==> src/rtl/servo_pwm_tx_gen.sv <==
// Servo PWM frame generator: UI prescaler, per-frame latched timing, shadowed pulse width.
// Latency: enable seen in IDLE -> frame_start/pwm_out one clk later; new width applies at the next frame start.
// Backpressure: none; width strobes are always accepted (last one per frame wins). Option macro: SERVO_PWM_TX_LIMIT_EN.
module servo_pwm_tx_gen #(
   parameter int MIN_UI_TICKS = 10,
   parameter int MAX_UI_TICKS = 20
) (
   input  logic        clk,
   input  logic        rst,
   input  logic        enable,
   input  logic [11:0] ui_clk_ticks,
   input  logic [11:0] frame_ui_ticks,
   input  logic [11:0] pwm_tx_ui_ticks,
   input  logic        pwm_tx_ui_ticks_dv,
   output logic        pwm_out,
   output logic        frame_start,
   output logic        pending
);

   typedef enum logic [1:0] {IDLE, HIGH, LOW} state_t;

   state_t      state;
   state_t      state_nxt;
   logic        start;

   logic [11:0] pre_cnt;     // clk count within the current UI
   logic [11:0] ui_cnt;      // UI count within the current frame
   logic [11:0] ui_len;      // latched clks per UI
   logic [11:0] frame_len;   // latched UIs per frame
   logic [11:0] act_w;       // latched pulse width in UI
   logic [11:0] shadow;      // next-frame pulse width

   logic        ui_tick;
   logic        frame_end;
   logic [11:0] ui_len_new;
   logic [11:0] frame_len_new;
   logic [11:0] w_lim;
   logic [11:0] w_new;

   assign ui_tick   = (pre_cnt == ui_len - 12'd1);
   assign frame_end = ui_tick && (ui_cnt == frame_len - 12'd1);

   // Degenerate timing inputs are widened so a frame always has a high and a low UI slot.
   assign ui_len_new    = (ui_clk_ticks == 12'd0) ? 12'd1 : ui_clk_ticks;
   assign frame_len_new = (frame_ui_ticks < 12'd2) ? 12'd2 : frame_ui_ticks;

`ifdef SERVO_PWM_TX_LIMIT_EN
   localparam logic [11:0] MIN_W = 12'(MIN_UI_TICKS);
   localparam logic [11:0] MAX_W = 12'(MAX_UI_TICKS);
   assign w_lim = (shadow < MIN_W) ? MIN_W : ((shadow > MAX_W) ? MAX_W : shadow);
`else
   assign w_lim = shadow;
   // Limits only matter in the limited build; an inverted pair still shows up in the elaborated hierarchy.
   if (MIN_UI_TICKS > MAX_UI_TICKS) begin : g_limits_inverted
   end
`endif

   // Width is capped one UI short of the frame so every frame keeps a low interval.
   assign w_new = (w_lim >= frame_len_new) ? (frame_len_new - 12'd1) : w_lim;

   // State register.
   always_ff @(posedge clk) begin
      if (rst) state <= IDLE;
      else     state <= state_nxt;
   end

   // Next state: frames start from IDLE or back-to-back at a boundary; enable is honoured only at boundaries.
   always_comb begin
      state_nxt = state;
      start     = 1'b0;
      case (state)
         IDLE: begin
            if (enable) start = 1'b1;
         end
         HIGH, LOW: begin
            if (frame_end) begin
               if (enable) start = 1'b1;
               else        state_nxt = IDLE;
            end else if (state == HIGH && ui_tick && (ui_cnt + 12'd1 == act_w)) begin
               state_nxt = LOW;
            end
         end
         default: state_nxt = IDLE;
      endcase
      if (start) state_nxt = (w_new != 12'd0) ? HIGH : LOW;
   end

   // Timing counters and per-frame latches; everything restarts from zero on each frame start.
   always_ff @(posedge clk) begin
      if (rst) begin
         pre_cnt   <= 12'd0;
         ui_cnt    <= 12'd0;
         ui_len    <= 12'd0;
         frame_len <= 12'd0;
         act_w     <= 12'd0;
      end else if (start) begin
         pre_cnt   <= 12'd0;
         ui_cnt    <= 12'd0;
         ui_len    <= ui_len_new;
         frame_len <= frame_len_new;
         act_w     <= w_new;
      end else if (state_nxt == IDLE) begin
         pre_cnt   <= 12'd0;
         ui_cnt    <= 12'd0;
      end else if (ui_tick) begin
         pre_cnt   <= 12'd0;
         ui_cnt    <= frame_end ? 12'd0 : ui_cnt + 12'd1;
      end else begin
         pre_cnt   <= pre_cnt + 12'd1;
      end
   end

   // Shadow width capture; a strobe on the apply edge lands in the shadow and waits for the next frame.
   always_ff @(posedge clk) begin
      if (rst) begin
         shadow  <= 12'd0;
         pending <= 1'b0;
      end else begin
         if (pwm_tx_ui_ticks_dv) shadow <= pwm_tx_ui_ticks;
         if (start)                   pending <= pwm_tx_ui_ticks_dv;
         else if (pwm_tx_ui_ticks_dv) pending <= 1'b1;
      end
   end

   // Registered outputs follow the next state so they line up with the first clk of each phase.
   always_ff @(posedge clk) begin
      if (rst) begin
         pwm_out     <= 1'b0;
         frame_start <= 1'b0;
      end else begin
         pwm_out     <= (state_nxt == HIGH);
         frame_start <= start;
      end
   end

endmodule
==> config.mk <==
export PLATFORM = sky130hd
export DESIGN_NAME = servo_pwm_tx_gen
export DESIGN_NICKNAME = d
export VERILOG_FILES = /design/src/rtl/servo_pwm_tx_gen.sv
export SDC_FILE = /design/constraint.sdc
export NUM_CORES = 1
export LEC_CHECK = 0
export ABC_AREA = 1
export BUFFER_PORTS_ARGS = -buffer_cell sky130_fd_sc_hd__buf_2
export CAP_MARGIN = 20
export CELL_PAD_IN_SITES_DETAIL_PLACEMENT = 2
export CELL_PAD_IN_SITES_GLOBAL_PLACEMENT = 2
export CORE_MARGIN = 2
export CORE_UTILIZATION = 36
export CTS_CLUSTER_SIZE = 30
export DETAILED_ROUTE_END_ITERATION = 8
export PLACE_DENSITY_LB_ADDON = 0.1
export SYNTH_ARGS = -nofsm -noshare
export SYNTH_HDL_FRONTEND = slang
export SYNTH_SLANG_ARGS = --single-unit
==> constraint.sdc <==
create_clock -name clk -period 8 [get_ports clk]
set_input_delay 0.8 -clock clk [delete_from_list [all_inputs] [get_ports clk]]
set_output_delay 0.8 -clock clk [all_outputs]
set_load 0.05 [all_outputs]
==> results of run 1 <==
-- layer usage --
| layer | global-route usage | vias up |
|---|---|---|
| li1 | - | 2723 |
| met1 | 0.320 | 2701 |
| met2 | 0.441 | 75 |
| met3 | 0.0369 | 30 |
| met4 | 0.104 | 0 |
| met5 | 0 | - |
-- how the worst max path moves through the flow --
stage	startpoint	endpoint	slack, ns	cells after the start
floorplan	frame_ui_ticks[5]	pre_cnt[2]	4.71	22
global placement	frame_ui_ticks[5]	pre_cnt[9]	3.82	20
detailed placement	frame_ui_ticks[5]	ui_cnt[0]	3.65	20
CTS	frame_ui_ticks[5]	ui_cnt[0]	4.02	20
global route	frame_ui_ticks[7]	pre_cnt[9]	3.58	20
finish	frame_ui_ticks[5]	ui_cnt[0]	4.04	20
-- flip-flops by register name, indices dropped and copies added, names as in the netlist --
register and flops:
frame_start 1, ui_cnt 12, pending 1, frame_len 12, ui_len 12, pre_cnt 12
shadow 12, act_w 12, state 2, pwm_out 1
-- critical path: stages --
cell and delay (ns):
buf_2 0.13, nor2_1 0.16, nand2_1 0.09, nor2_1 0.23, nand3b_1 0.11, nand2_1 0.15
inv_1 0.07, ha_1 0.27, nand2_1 0.07, nor2_1 0.04, nand3_1 0.07, nand3_1 0.46
o21ai_0 0.54, nand2_1 0.12, nor2_1 0.16, nand3_1 0.11, nand3_2 0.10, nand3_2 0.11
nand2_2 0.31, nor2_1 0.07
-- power by group through the flow --
stage / sequential (µW) / combinational, µW / clock (µW)
6_report: 444 / 415 / 483
5_1_grt: 449 / 467 / 511
4_1_cts: 444 / 421 / 491
3_5_place_dp: 452 / 414 / 0
3_3_place_gp: 450 / 391 / 0
2_1_floorplan: 448 / 305 / 0
-- cell usage after synthesis (3+ instances only) --
library cell,n,area share
a21oi_1,11,0.010
buf_4,3,0.0041
buf_6,4,0.0082
clkbuf_1,4,0.0027
dfxtp_1,77,0.28
ha_1,20,0.046
inv_1,109,0.075
inv_2,10,0.0069
nand2_1,210,0.14
nand2_2,11,0.013
nand3_1,82,0.075
nand3_2,7,0.013
nand3b_1,6,0.0082
nand4_1,14,0.016
nor2_1,84,0.058
nor2_2,33,0.038
nor2_4,7,0.014
nor3_1,7,0.0064
o21ai_0,42,0.038
o21ai_1,3,0.0027
o22ai_1,12,0.014
o22ai_2,20,0.046
xnor2_1,9,0.014
xor2_1,19,0.030
-- cells by family (layout without fill, tap and decap cells) --
kind of cell | after synthesis | in the layout | synth area share
AND/OR/NAND/NOR | 469 | 469 | 0.397
buffers and inverters | 134 | 178 | 0.0999
AO/OA/AOI/OAI | 94 | 94 | 0.121
flip-flops | 77 | 77 | 0.282
XOR/XNOR | 31 | 31 | 0.0549
adder cells (fa/ha/maj) | 20 | 20 | 0.0457
-- area by class of cell --
type	count	area, µm²	share of cell area
inverters	120	450	0.0731
well taps	188	235	0.0382
clock inverters	4	95.1	0.0154
clock buffers	12	246	0.0400
multi-input cells	614	3380	0.549
flip-flops and latches	77	1540	0.250
repair buffers	42	210	0.0341
-- stage by stage --
stage	hold WS (ns)	cell area (µm²)	instances	utilization	worst slack (ns)
4_1_cts	0.501	6160	1057	0.410	4.02
5_1_grt	0.529	6160	1057	0.410	3.58
3_5_place_dp	0.487	5820	1041	0.387	3.65
2_1_floorplan	0.447	5470	825	-	4.71
6_report	0.500	6160	1057	0.410	4.04
3_3_place_gp	0.467	5820	1041	0.387	3.82
==> results_dict.tcl, run 1 <==
set metrics [dict create \
    status "finished, final reports clean" \
    max-cap-violations 0 \
    grt_first_pass_wirelength_um 32400 \
    worstPathMaxFanout 21 \
    dieHeight_um 127 \
    drt-initial-drc-count 197 \
    r2r_path_end "frame_len[11]" \
    initial_cell_density_of_the_core 0.364 \
    grt_pass1_vias 6174 \
    met3WireLength_um 586 \
    setup_tns_final_ns 0 \
    synth_top_flop_cell "dfxtp_1" \
    area_delta_synth_final_pct 12.6 \
    rsz0062_at_grt "no" \
    nNetsFinal 924 \
    clock_sink_count 77 \
    clock_power_share 0.360 \
    post_synthesis_async_set_or_reset_flop_share 0 \
    dp_hpwl_um 16100 \
    met1Wirelength_um 8940 \
    fin_worst_skew_ns 0.00960 \
    switching_share 0.360 \
    n_fill_cell 1848 \
    wl_met2_um 9570 \
    tightest_slew_ns 0.718 \
    overall_power_of_the_completed_layout_uw 1340 \
    worstHoldPathType "flip-flop to flip-flop" \
    placementRows 45 \
    place_congestion 0.850 \
    latest_clock_arrival_within_the_worst_skew_pair_ns 0.35 \
    timing.max_slew.rel_slack 0.520 \
    drt_wl_total_um 19700 \
    top_layer_used "met4" \
    setup.worst_path.start_class "primary input" \
    timing.hold.worst_path_depth 2 \
    hold_buffers 0 \
    cts_htree_levels 3 \
    ys_seq_area_frac 0.282 \
    synth_nets 885 \
    ir_drop_mv 0.117 \
    grt_start_max_net_pins 35 \
    r2r.worst_path.cells 16 \
    synth.ff_latch_count 77 \
    end_kind "flip-flop" \
    timing_max_transition_violations_final 0 \
    worstPathRequired_ns 8.22 \
    cts_tree "built" \
    drt.antenna.violating_nets 0 \
    io_pins 43 \
    avg_cell_area_syn_um2 6.63 \
    mappedNetlistArea_um2 5470 \
    finalHoldViolCount 0 \
    cts.reportedPaths.clkPinSlew_ns 0.06 \
    post-route-min-period_ns 3.96 \
    cts_buffers 9 \
    cts_root_buf "clkbuf_16" \
    r2r_setup_slack_ns 4.05 \
    number_of_buffers_inserted_by_post_cts_setup_repair 0 \
    ctsLongestPathBuffers 2 \
    vias_per_cell 5.23 \
    worst_ep_arrival_time_ns 4.18 \
    drc 0 \
    post_synth_num_cell_types 39 \
    initial_antenna_violation_count 0 \
    power.density_nw_per_um2 218 \
    core-area_um2 15000 \
    crit-reg2reg-launch "ui_len[0]" \
    report.final.setup_viol 0 \
    grtUsageTotal 0.256 \
    max_freq_mhz 253 \
    layout_commonest_cell "nand2_1" \
    cts.repair.resized 0 \
    buffer_ports.inserted 42 \
    floorplan.die_area_um2 16200 \
    synth_enable_flop_cells 0 \
    layout.cells.most_common_list "nand2_1 (210), inv_1 (109), nor2_1 (84), nand3_1 (82), dfxtp_1 (77)" \
    power.sequential.fraction 0.331 \
    detail_route.first_pass.iterations 4 \
    aggregate_global_routing_overflow 0 \
    comb_power_share 0.309 \
    layout-drive-gt1-share 0.176 \
    leakage_power_uw 0.00272 \
    post_drt_wl_per_cell_um 18.6 \
    cellInternalPower_uw 859 \
    hold_start "act_w[5]" \
    timing_worst_setup_path_type "primary input to flip-flop" \
    synth_cells 825 \
    insertedDiodeCount 0 \
    chipWidth_um 127 \
    ys.warnings.count 0 \
    fin_crit_sh 0.495 \
    min_delay_worst_endpoint "act_w[5]" \
    power_switching_uw 483 \
    route.vias.total 5529 \
]
No activity file was read; power rests on OpenSTA's default activity.
==> run 2, diff against run 1 <==
--- a/config.mk
+++ b/config.mk
@@ -11,7 +11,7 @@
 export CELL_PAD_IN_SITES_DETAIL_PLACEMENT = 2
 export CELL_PAD_IN_SITES_GLOBAL_PLACEMENT = 2
 export CORE_MARGIN = 2
-export CORE_UTILIZATION = 36
+export CORE_UTILIZATION = 31
 export CTS_CLUSTER_SIZE = 30
 export DETAILED_ROUTE_END_ITERATION = 8
 export PLACE_DENSITY_LB_ADDON = 0.1
==> constraint.sdc (replaced) <==
create_clock -name clk -period 3.35 [get_ports clk]
set_input_delay 0.335 -clock clk [delete_from_list [all_inputs] [get_ports clk]]
set_output_delay 0.335 -clock clk [all_outputs]
set_load 0.05 [all_outputs]
==> results_dict.tcl, run 2 (synthesis results as in run 1) <==
set metrics [dict create \
    grt_first_pass_wirelength_um 32300 \
    multi_input_comb_area_um2 3460 \
    setup.worst_path.start_class "primary input" \
    cts_root_buf "clkbuf_16" \
    setup_tns_final_ns 0 \
    fin_worst_skew_ns 0.0127 \
    aggregate_global_routing_overflow 0 \
    timing.max_slew.rel_slack 0.629 \
    sequential_cell_area_um2 1540 \
    critical-path-max-stage-delay_ns 0.28 \
    placementRows 48 \
    route.vias.total 5573 \
    fin_crit_sh 0.919 \
    timing_max_transition_violations_final 0 \
    crit_path_cell_trace "buf_2 > nor2_2 > nand2_1 > nor2_4 > nand3b_1 > nand2_1 > inv_1 > ha_1 > nand2_1 > nor2_1 > nand3_1 > nand3_1 > buf_4 > nand3_1 > o21ai_0 > nand2_1 > nor2_1 > nand3_1 > nand3_2 > nand3_4 > nand3_2 > nor2_2" \
    floorplan.die_area_um2 18700 \
    finalHoldViolCount 0 \
    cts.reportedPaths.clkPinSlew_ns 0.06 \
    max-cap-violations 0 \
    vias_per_cell 5.02 \
    latest_clock_arrival_within_the_worst_skew_pair_ns 0.35 \
    io_pins 43 \
    end_kind "flip-flop" \
    status "finished, final reports clean" \
    worstPathRequired_ns 3.58 \
    drc 0 \
    ir_drop_mv 0.286 \
    cpLargestDelayFamily "simple AND/OR/NAND/NOR gates" \
    insertedDiodeCount 0 \
    buffer_ports.inserted 42 \
    post_drt_wl_per_cell_um 17.6 \
    grtUsageTotal 0.223 \
    layout_commonest_cell "nand2_1" \
    max_freq_mhz 325 \
    rsz0062_at_grt "yes" \
    critical_path_buf_inv_count 3 \
    final.hold.worst_slack_ns 0.211 \
    n_fill_cell 2137 \
    place_congestion 0.945 \
    chipWidth_um 137 \
    layout-drive-gt1-share 0.194 \
    tightest_slew_ns 0.555 \
    core-area_um2 17300 \
    initial_cell_density_of_the_core 0.316 \
    area_delta_synth_final_pct 15.7 \
    dp_cells 1095 \
    dp_hpwl_um 16100 \
    cts_buffers 9 \
    finalNonFillerCells 1110 \
    power.density_nw_per_um2 474 \
    post-route-min-period_ns 3.08 \
    overall_power_of_the_completed_layout_uw 3000 \
    grt_start_max_net_pins 28 \
    ctsLongestPathBuffers 2 \
    leakage_power_uw 0.00277 \
    drt-initial-drc-count 117 \
    timing.critical_path.slowest_stage_cell "ha_1" \
    timing_worst_setup_path_type "primary input to flip-flop" \
    report.final.setup_viol 0 \
    cts_htree_levels 3 \
    worst_ep_arrival_time_ns 3.31 \
    grt_pass1_vias 6245 \
    drt.antenna.violating_nets 0 \
    worstPathMaxFanout 14 \
    layout.cells.most_common_list "nand2_1 (210), inv_1 (109), nor2_1 (82), nand3_1 (82), dfxtp_1 (77)" \
    worstHoldPathType "primary input to flip-flop" \
    nNetsFinal 943 \
    clock_sink_count 77 \
    cts_tree "built" \
    drt_wl_total_um 19600 \
    initial_antenna_violation_count 0 \
    detail_route.first_pass.iterations 4 \
    dieHeight_um 137 \
]
run 2: layer usage:
| layer | wire length [µm] | global-route usage | vias to the layer above | share of wire |
|---|---|---|---|---|
| li1 | - | - | 2771 | - |
| met1 | 8810 | 0.273 | 2693 | 0.45 |
| met2 | 9670 | 0.393 | 74 | 0.49 |
| met3 | 555 | 0.0326 | 35 | 0.028 |
| met4 | 532 | 0.0882 | 0 | 0.027 |
| met5 | 0 | 0 | - | 0 |
run 2: per-stage QoR:
step                cell area, µm²  setup slack [ns]  utilization
detailed placement            5990            -0.208        0.347
global route                  6330           -0.0419        0.366
floorplan                     5470             0.522            -
global placement              5990           -0.0356        0.347
CTS                           6250            0.0948        0.361
finish                        6330             0.272        0.366
run 2: layout make-up:
type                    count  share of cell area
inverters                 120              0.0720
well taps                 225              0.0445
repair buffers             59              0.0534
flip-flops and latches     77               0.244
multi-input cells         616               0.546
clock inverters             2             0.00198
clock buffers              11              0.0384
run 2: worst paths after layout:
path / slack (ns) / end / startpoint / cells past startpoint
setup / recovery: 0.27 / pre_cnt[5] / frame_ui_ticks[6] / 22
hold / removal: 0.21 / ui_len[2] / ui_clk_ticks[2] / 3
setup reg to reg: 0.33 / pre_cnt[5] / frame_len[0] / 17
hold reg to reg: 0.49 / pre_cnt[0] / pre_cnt[0] / 1
run 2: tightest hold or removal path, delay by kind of cell:
| family | cells | cell delay, ns |
|---|---|---|
| AOI/OAI and AO/OA | 1 | 0.05 |
| buffers and inverters | 1 | 0.09 |
| and+or+nand+nor | 1 | 0.05 |
run 2: power by group:
part           internal, µW  total, µW  switching, µW
logic                   353       1040            686
clock network           509        897            388
registers               987       1060           73.5
run 2: what timing repair did:
action / CTS / global route
hold buffers: 0 / 0
gates resized for setup: 0 / 13
setup endpoints to repair: 0 / 52
setup buffers: 0 / 0
==> run 3, diff against run 2 <==
--- a/config.mk
+++ b/config.mk
@@ -10,6 +10,7 @@
 export CAP_MARGIN = 20
 export CELL_PAD_IN_SITES_DETAIL_PLACEMENT = 2
 export CELL_PAD_IN_SITES_GLOBAL_PLACEMENT = 2
+export CORE_ASPECT_RATIO = 1.2
 export CORE_MARGIN = 2
 export CORE_UTILIZATION = 31
 export CTS_CLUSTER_SIZE = 30
==> results_dict.tcl, run 3 (synthesis results as in run 1) <==
set metrics [dict create \
    status "finished, final reports clean" \
    drt_wl_total_um 20000 \
    worstPathRequired_ns 3.63 \
    buffer_ports.inserted 42 \
    fin_util 0.363 \
    final.setup.worst_slack_ns 0.299 \
    clock_power_share 0.329 \
    met3WireLength_um 359 \
    nNetsFinal 939 \
    fin_worst_skew_ns 0.0104 \
    report.final.setup_viol 0 \
    place_congestion 0.917 \
    drt-initial-drc-count 126 \
    layout.cells.most_common_list "nand2_1 (210), inv_1 (109), nor2_1 (83), nand3_1 (82), dfxtp_1 (77)" \
    insertedDiodeCount 0 \
    setup.worst_path.start_class "flip-flop" \
    wl_met2_um 10700 \
    post_drt_wl_per_cell_um 18.1 \
    timing_worst_setup_path_type "flip-flop to flip-flop" \
    detail_route.first_pass.iterations 4 \
    cts_tree "built" \
    floorplan.die_area_um2 18700 \
    drc 0 \
    final.hold.worst_slack_ns 0.198 \
    power_switching_uw 1190 \
    timing.max_slew.rel_slack 0.669 \
    finalHoldViolCount 0 \
    rsz0062_at_grt "no" \
    grtUsageTotal 0.220 \
    grt_first_pass_wirelength_um 32500 \
    number_of_buffers_inserted_by_post_cts_setup_repair 0 \
    cts_htree_levels 3 \
    clock_sink_count 77 \
    area_delta_synth_final_pct 15.1 \
    route.vias.total 5564 \
    cts_buffers 9 \
    timing_max_transition_violations_final 0 \
    vias_per_cell 5.04 \
    comb_power_share 0.330 \
    tightest_slew_ns 0.492 \
    fin_crit_sh 0.911 \
    setup_tns_final_ns 0 \
    switching_share 0.384 \
    ir_drop_mv 0.237 \
    n_fill_cell 2155 \
    initial_antenna_violation_count 0 \
    drt.antenna.violating_nets 0 \
    met1Wirelength_um 8450 \
    worstPathMaxFanout 10 \
    leakage_power_uw 0.00279 \
    top_layer_used "met4" \
    core-area_um2 17400 \
    end_kind "flip-flop" \
    max_freq_mhz 328 \
    layout_commonest_cell "nand2_1" \
    cts_root_buf "clkbuf_16" \
    worst_ep_arrival_time_ns 3.33 \
    place_worst_setup_slack_ns -0.517 \
    grt_start_max_net_pins 34 \
    grt_pass1_vias 6240 \
    power.sequential.fraction 0.341 \
    cellInternalPower_uw 1910 \
    latest_clock_arrival_within_the_worst_skew_pair_ns 0.36 \
    worstHoldPathType "primary input to flip-flop" \
    initial_cell_density_of_the_core 0.315 \
    power.density_nw_per_um2 492 \
    post-route-min-period_ns 3.05 \
    overall_power_of_the_completed_layout_uw 3100 \
    dieHeight_um 150 \
    placementRows 53 \
    cts.reportedPaths.clkPinSlew_ns 0.07 \
    io_pins 43 \
    dp_hpwl_um 16400 \
    aggregate_global_routing_overflow 0 \
    chipWidth_um 125 \
    max-cap-violations 0 \
    layout-drive-gt1-share 0.193 \
    ctsLongestPathBuffers 2 \
]
## run 3: cell count changes in the layout (fill, tap and decap cells not counted), moves of 2 or more
cell      delta
clkinv_2     +2
buf_4        -3
nor2_4       -2
nand2_8      -2
## run 3: worst paths after layout
check,from,endpoint,slack (ns),cells past startpoint
max,frame_len[0],act_w[11],0.30,17
min,rst,pending,0.20,2
max reg2reg,frame_len[0],act_w[11],0.30,17
min reg2reg,act_w[9],act_w[9],0.50,2
## run 3: timing repair
item                       in CTS  in global routing
hold buffers                    0                  0
gates resized for setup         1                  6
setup endpoints to repair      24                 30
pin swaps                       0                  0
## run 3: area by class of cell
cell class	count	area (µm²)	share of cell area
clock buffers	10	229	0.0364
clock inverters	6	62.6	0.00993
inverters	120	453	0.0719
multi-input cells	614	3400	0.540
flip-flops and latches	77	1540	0.245
well taps	220	275	0.0437
repair buffers	57	335	0.0532
## run 3: power groups by stage
stage          Combinational [µW]  Clock [µW]  Sequential, µW
4_1_cts                      1030        1040            1060
3_3_place_gp                  981           0            1080
6_report                     1020        1020            1060
5_1_grt                      1160        1070            1070
2_1_floorplan                 729           0            1070
3_5_place_dp                 1030           0            1080
## run 3: worst max-delay path, cell delays in order, from the launching register on
cell and delay (ns):
dfxtp_1 0.33, inv_2 0.14, ha_1 0.30, nand2_1 0.17
nor2_2 0.23, nand3_1 0.12, nand3_1 0.12, nand2_1 0.06
nor2_1 0.11, nand2_1 0.07, nor2_2 0.29, nand4_2 0.16
nand2_2 0.14, nand2_2 0.11, nor2_2 0.16, buf_4 0.25
nand2_1 0.13, o21ai_0 0.10
## run 3: layer usage
metal | vias up | global-route usage
li1 | 2752 | -
met1 | 2736 | 0.252
met2 | 53 | 0.420
met3 | 23 | 0.0268
met4 | 0 | 0.0761
met5 | - | 0
## run 3: through the flow
stage                     cells  cell area (µm²)
after CTS                  1104             6280
final                      1104             6300
after floorplan             825             5470
after global placement     1088             5990
after detailed placement   1088             5990
after global routing       1104             6300
